File: src/rtl/keypad_pkg.sv
// Shared types and constants for the 4x4 keypad scanner: key codes, debounce
// states, per-frame scan result and the row/column to key-code lookup.
package keypad_pkg;

    localparam logic [4:0] KEY_0    = 5'h00;
    localparam logic [4:0] KEY_1    = 5'h01;
    localparam logic [4:0] KEY_2    = 5'h02;
    localparam logic [4:0] KEY_3    = 5'h03;
    localparam logic [4:0] KEY_4    = 5'h04;
    localparam logic [4:0] KEY_5    = 5'h05;
    localparam logic [4:0] KEY_6    = 5'h06;
    localparam logic [4:0] KEY_7    = 5'h07;
    localparam logic [4:0] KEY_8    = 5'h08;
    localparam logic [4:0] KEY_9    = 5'h09;
    localparam logic [4:0] KEY_A    = 5'h0A;
    localparam logic [4:0] KEY_B    = 5'h0B;
    localparam logic [4:0] KEY_C    = 5'h0C;
    localparam logic [4:0] KEY_D    = 5'h0D;
    localparam logic [4:0] KEY_STAR = 5'h0E;
    localparam logic [4:0] KEY_HASH = 5'h0F;
    localparam logic [4:0] KEY_NONE = 5'h10;

    typedef enum logic [1:0] {IDLE, PRESS_WAIT, HELD} db_state_t;

    typedef enum logic [1:0] {FR_NONE, FR_KEY, FR_MULTI} frame_kind_t;

    typedef struct packed {
        frame_kind_t kind;
        logic [4:0]  code;
    } frame_result_t;

    function automatic logic [4:0] key_lookup(input logic [1:0] r, input logic [1:0] c);
        logic [4:0] code;
        code = KEY_NONE;
        case ({r, c})
            4'h0: code = KEY_1;
            4'h1: code = KEY_2;
            4'h2: code = KEY_3;
            4'h3: code = KEY_A;
            4'h4: code = KEY_4;
            4'h5: code = KEY_5;
            4'h6: code = KEY_6;
            4'h7: code = KEY_B;
            4'h8: code = KEY_7;
            4'h9: code = KEY_8;
            4'hA: code = KEY_9;
            4'hB: code = KEY_C;
            4'hC: code = KEY_STAR;
            4'hD: code = KEY_0;
            4'hE: code = KEY_HASH;
            4'hF: code = KEY_D;
        endcase
        return code;
    endfunction

endpackage

File: src/rtl/keypad_col_scan.sv
// Column driver and row sampler: synchronizes the rows, rotates the one-hot-low
// column every SCAN_DIV cycles and assembles one result per 4-slot frame.
module keypad_col_scan
    import keypad_pkg::*;
#(
    parameter int SCAN_DIV = 1000
) (
    input  logic          clk,
    input  logic          rst_n,
    input  logic [3:0]    row,
    output logic [3:0]    col,
    output logic          frame_end,
    output frame_result_t frame_result
);

    localparam int SW = $clog2(SCAN_DIV);
    localparam logic [SW-1:0] SLOT_LAST = SW'(SCAN_DIV - 1);

    logic [3:0]    row_meta, row_sync;
    logic [SW-1:0] slot_cnt;
    logic [1:0]    col_idx;
    logic          hit_q, multi_q, hit_n, multi_n;
    logic [4:0]    code_q, code_n;
    logic [3:0]    low;
    logic [2:0]    low_cnt;
    logic [1:0]    low_row;
    logic          slot_end;

    assign slot_end  = (slot_cnt == SLOT_LAST);
    assign frame_end = slot_end && (col_idx == 2'd3);
    assign col       = ~(4'b0001 << col_idx);

    // Merge this slot's sample into the frame so far; on the frame-end cycle
    // the merged value is the frame result itself.
    always_comb begin
        // NOTE: every variable gets a default first so no path can infer a latch.
        low     = ~row_sync;
        low_cnt = '0;
        low_row = '0;
        hit_n   = hit_q;
        multi_n = multi_q;
        code_n  = code_q;
        for (int r = 0; r < 4; r++) begin
            if (low[r]) begin
                low_cnt = low_cnt + 3'd1;
                low_row = 2'(r);
            end
        end
        if (low_cnt > 3'd1 || (low_cnt == 3'd1 && hit_q)) begin
            multi_n = 1'b1;
        end else if (low_cnt == 3'd1) begin
            hit_n  = 1'b1;
            code_n = key_lookup(low_row, col_idx);
        end
        frame_result.kind = multi_n ? FR_MULTI : (hit_n ? FR_KEY : FR_NONE);
        frame_result.code = (hit_n && !multi_n) ? code_n : KEY_NONE;
    end

    always_ff @(posedge clk) begin
        // NOTE: sequential state uses non-blocking assignments only.
        if (!rst_n) begin
            row_meta <= 4'hF;
            row_sync <= 4'hF;
            slot_cnt <= '0;
            col_idx  <= '0;
            hit_q    <= 1'b0;
            multi_q  <= 1'b0;
            code_q   <= KEY_NONE;
        end else begin
            row_meta <= row;
            row_sync <= row_meta;
            if (slot_end) begin
                slot_cnt <= '0;
                col_idx  <= col_idx + 2'd1;
                if (frame_end) begin
                    hit_q   <= 1'b0;
                    multi_q <= 1'b0;
                    code_q  <= KEY_NONE;
                end else begin
                    hit_q   <= hit_n;
                    multi_q <= multi_n;
                    code_q  <= code_n;
                end
            end else begin
                slot_cnt <= slot_cnt + SW'(1);
            end
        end
    end

endmodule

File: src/rtl/keypad_scanner.sv
// 4x4 keypad scanner with frame-based debounce. Optional macro
// KEYPAD_RELEASE_CLEAR_EN returns num to KEY_NONE when a held key is released.
module keypad_scanner
    import keypad_pkg::*;
#(
    parameter int SCAN_DIV        = 1000,
    parameter int DEBOUNCE_FRAMES = 3
) (
    input  logic       clk,
    input  logic       rst_n,
    input  logic [3:0] row,
    output logic [3:0] col,
    output logic [4:0] num,
    output logic       key_pulse
);

    localparam int CW = $clog2(DEBOUNCE_FRAMES + 1);
    localparam logic [CW-1:0] DF_C = CW'(DEBOUNCE_FRAMES);

    frame_result_t fr;
    logic          frame_end;
    db_state_t     state_q, state_n;
    logic [4:0]    cand_q, cand_n, num_n;
    logic [CW-1:0] press_q, press_n, rel_q, rel_n;
    logic          pulse_n;

    keypad_col_scan #(.SCAN_DIV(SCAN_DIV)) u_col_scan (
        .clk          (clk),
        .rst_n        (rst_n),
        .row          (row),
        .col          (col),
        .frame_end    (frame_end),
        .frame_result (fr)
    );

    always_comb begin
        state_n = state_q;
        cand_n  = cand_q;
        press_n = press_q;
        rel_n   = rel_q;
        num_n   = num;
        pulse_n = 1'b0;
        if (frame_end) begin
            case (state_q)
                IDLE: begin
                    if (fr.kind == FR_KEY) begin
                        state_n = PRESS_WAIT;
                        cand_n  = fr.code;
                        press_n = CW'(1);
                    end
                end
                PRESS_WAIT: begin
                    if (fr.kind != FR_KEY) begin
                        state_n = IDLE;
                        press_n = '0;
                    end else if (fr.code != cand_q) begin
                        cand_n  = fr.code;
                        press_n = CW'(1);
                    end else if (press_q != DF_C) begin
                        press_n = press_q + CW'(1);
                    end
                end
                HELD: begin
                    if (fr.kind != FR_NONE) begin
                        rel_n = '0;
                    end else if (rel_q != DF_C) begin
                        rel_n = rel_q + CW'(1);
                    end
                end
                default: state_n = IDLE;
            endcase

            // Checked on the next-state values so DEBOUNCE_FRAMES=1 goes IDLE->HELD in one frame.
            if (state_n == PRESS_WAIT && press_n == DF_C) begin
                state_n = HELD;
                num_n   = cand_n;
                pulse_n = 1'b1;
                press_n = '0;
                rel_n   = '0;
            end
            if (state_q == HELD && rel_n == DF_C) begin
                state_n = IDLE;
                rel_n   = '0;
`ifdef KEYPAD_RELEASE_CLEAR_EN
                num_n   = KEY_NONE;
`endif
            end
        end
    end

    always_ff @(posedge clk) begin
        if (!rst_n) begin
            state_q   <= IDLE;
            cand_q    <= KEY_NONE;
            press_q   <= '0;
            rel_q     <= '0;
            num       <= KEY_NONE;
            key_pulse <= 1'b0;
        end else begin
            state_q   <= state_n;
            cand_q    <= cand_n;
            press_q   <= press_n;
            rel_q     <= rel_n;
            num       <= num_n;
            key_pulse <= pulse_n;
        end
    end

endmodule

File: config.mk
export PLATFORM = sky130hd
export DESIGN_NAME = keypad_scanner
export DESIGN_NICKNAME = d
export VERILOG_FILES = /design/src/rtl/keypad_pkg.sv /design/src/rtl/keypad_col_scan.sv /design/src/rtl/keypad_scanner.sv
export SDC_FILE = /design/constraint.sdc
export NUM_CORES = 1
export LEC_CHECK = 0
export BUFFER_PORTS_ARGS = -buffer_cell sky130_fd_sc_hd__buf_2
export CAP_MARGIN = 5
export CORE_UTILIZATION = 30
export DETAILED_ROUTE_END_ITERATION = 8
export MAX_ROUTING_LAYER = met4
export PLACE_DENSITY = 0.48
export REMOVE_ABC_BUFFERS = 1
export SLEW_MARGIN = 20
export SYNTH_ARGS = -nofsm -noshare
export SYNTH_HDL_FRONTEND = slang
export SYNTH_SLANG_ARGS = --single-unit
export TNS_END_PERCENT = 20
File: constraint.sdc
create_clock -name clk -period 5.5 [get_ports clk]
set_input_delay 1.375 -clock clk [delete_from_list [all_inputs] [get_ports clk]]
set_output_delay 1.375 -clock clk [all_outputs]
set_load 0.02 [all_outputs]
==> impl_metrics.tcl <==
set metrics [dict create \
    grt_pass1_wl_mm 9.19 \
    crit_start "u_col_scan.row_sync[1]$_SDFF_PN1_" \
    drt_wl_total_mm 5.21 \
    start_util 0.314 \
    setup_violations 0 \
    outcome "complete, no violations" \
    path_buf_inv 1 \
    setup_tns_ns 0 \
    cp.required_ns 5.73 \
    fmax_mhz 229 \
    grt_pass1_vias 1839 \
    core_um2 7850 \
    clk_latency_ns 0.29 \
    fin_util 0.346 \
    area_growth_pct 10.1 \
    crit_type "register to register" \
    die_area_um2 8590 \
    cts_hold_buf 0 \
    diodes 0 \
    slew_headroom 0.521 \
    yosys_register_bits 44 \
    end_kind "register" \
    die_w_um 92.7 \
    viasPerCell 4.83 \
    post-cts-setup-buffers 0 \
    worstPathCellList "inv_1 -> ha_1 -> xnor2_2 -> ha_1 -> or3_1 -> o211a_2 -> nor4_4 -> mux2_2 -> or4b_1 -> o211ai_2 -> nand2_2 -> or4_1 -> a21boi_1" \
    layout.nets 323 \
    num_io_pins 16 \
    h-tree-depth 2 \
    synth.distinct_cells 52 \
    path_common_cell "ha_1" \
    cts_buffers 5 \
    syn_inst 295 \
    drc_errors 0 \
    mostFrequentLayoutCells "44 x dfxtp_1, 35 x nand2_1, 30 x nor2_1" \
    final-max-slew-violation-count 0 \
    worstPathMaxFanout 13 \
    routabilityCongestion 0.783 \
    final_common_cell "dfxtp_1" \
    skew_ns 0.00667 \
    drive_gt1_frac 0.118 \
    cts_tree "yes" \
    post-route-period-util 0.794 \
    critPathSlowestCell "or4b_1" \
    rsz0062_at_grt "false" \
    synth-main-ff-cell "dfxtp_1" \
    gr-usage-all-layers 0.138 \
    globalRouteOverflowTotal 0 \
    drv_cap 0 \
    period_minus_slack_ns 4.37 \
    setup_slack_ns 1.13 \
    reg2reg_from "u_col_scan.row_sync[1]$_SDFF_PN1_" \
    cp-start-kind "register" \
    cts_resized 0 \
    hold_ws_ns 0.409 \
    grt_antenna_before_repair 0 \
    clkTransAtPathRegs_ns 0.08 \
    synth_area_um2 2470 \
    cp.depth 13 \
    wl_per_cell_um 12.8 \
    ys_seq_area_frac 0.357 \
    seqCellArea_um2 881 \
    max_slew.worst_pin.slew_ns 0.719 \
    rows 32 \
    syn_area_per_cell_um2 8.36 \
    n_fill_cell 871 \
    arrival_ns 4.60 \
    yosys_warnings 0 \
    port_buffers 15 \
    peakVddDrop_mv 0.0691 \
    p_leak_nw 1.03 \
    die-height_um 92.7 \
    synth-edff-count 0 \
    multiInputGateArea_um2 1470 \
    min_path_type "register to register" \
    hpwl_mm 3.83 \
    root_buffer "clkbuf_8" \
    drt_first_pass_iters 4 \
    cts.sinks 44 \
    dpl_worst_slack_ns 1.15 \
    clockBufferDepth 2 \
    ant_nets 0 \
    hold_violations 0 \
    critPathMaxStageDelay_ns 0.53 \
    drt_iter0_drc 76 \
    r2r_cells 13 \
    crit_path_end "num[0]$_SDFFE_PN0P_" \
    crit_family "simple AND/OR/NAND/NOR gates" \
    rrSetupSlack_ns 1.13 \
    power.density_nw_per_um2 226 \
    reg2reg_to "num[0]$_SDFFE_PN0P_" \
    num_vias 1971 \
    synthArstFlopShare 0 \
    grt_max_degree 44 \
]
per-layer routing:
metal	track usage	wire, um	vias to the layer above
met3	0.0271	139	6
met5	-	0	-
met2	0.214	2230	23
met4	0.0308	53	0
li1	-	-	1039
met1	0.187	2780	903
per-stage QoR:
stage | instances | total power [mW] | cell area, um^2
after CTS | 408 | 0.622 | 2720
after global routing | 408 | 0.645 | 2720
after global placement | 401 | 0.401 | 2620
after floorplan | 283 | 0.383 | 2410
final | 408 | 0.613 | 2720
after detailed placement | 401 | 0.401 | 2620
synthesized netlist by cell type, drive strengths merged (8+ instances only):
| cell | number | area, um^2 |
|---|---|---|
| dfxtp | 44 | 881 |
| nand2 | 37 | 144 |
| nor2 | 30 | 113 |
| inv | 16 | 60.1 |
| nand3 | 16 | 80.1 |
| nand2b | 12 | 75.1 |
| ha | 11 | 138 |
| o21ai | 11 | 55.1 |
| xnor2 | 11 | 123 |
| nor3 | 10 | 50.1 |
| a21oi | 9 | 45.0 |
| clkbuf | 8 | 30.0 |
| mux2i | 8 | 80.1 |
where the power goes:
| group | switching [mW] | leakage (nW) | internal (mW) |
|---|---|---|---|
| sequential | 0.00441 | 0.357 | 0.323 |
| clock | 0.108 | 0.0503 | 0.112 |
| combinational | 0.0382 | 0.624 | 0.0276 |
flip-flops by register name, indices dropped and copies added, names as in the netlist, 2 cells and up:
| name | cells |
|---|---|
| state_q | 2 |
| press_q | 2 |
| num | 5 |
| u_col_scan.slot_cnt | 10 |
| u_col_scan.code_q | 5 |
| cand_q | 5 |
| u_col_scan.row_meta | 4 |
| u_col_scan.row_sync | 4 |
| u_col_scan.col_idx | 2 |
| rel_q | 2 |
area by class of cell:
type,count,share of cell area
Tap cell,102,0.0470
Clock buffer,7,0.0355
Sequential cell,44,0.324
Inverter,16,0.0221
Timing Repair Buffer,16,0.0304
Multi-Input combinational cell,223,0.541
logic make-up (layout without fill, tap and decap cells):
group / after synthesis / after routing / share of synthesized area
AO/OA/AOI/OAI: 48 / 48 / 0.137
multiplexers: 11 / 11 / 0.0477
flip-flops: 44 / 44 / 0.357
AND/OR/NAND/NOR: 136 / 136 / 0.284
adder cells (fa/ha/maj): 11 / 11 / 0.0558
XOR/XNOR: 17 / 17 / 0.0710
buffers and inverters: 28 / 39 / 0.0477
worst min path at each step:
stage	cells past startpoint	to	startpoint
floorplan	1	u_col_scan.row_sync[0]$_SDFF_PN1_	u_col_scan.row_meta[0]$_SDFF_PN1_
global placement	1	u_col_scan.row_sync[1]$_SDFF_PN1_	u_col_scan.row_meta[1]$_SDFF_PN1_
detailed placement	1	u_col_scan.row_sync[1]$_SDFF_PN1_	u_col_scan.row_meta[1]$_SDFF_PN1_
CTS	1	u_col_scan.row_sync[2]$_SDFF_PN1_	u_col_scan.row_meta[2]$_SDFF_PN1_
global route	1	u_col_scan.row_sync[3]$_SDFF_PN1_	u_col_scan.row_meta[3]$_SDFF_PN1_
finish	1	u_col_scan.row_sync[0]$_SDFF_PN1_	u_col_scan.row_meta[0]$_SDFF_PN1_
Note: power is estimated with default switching activity, not from simulation.
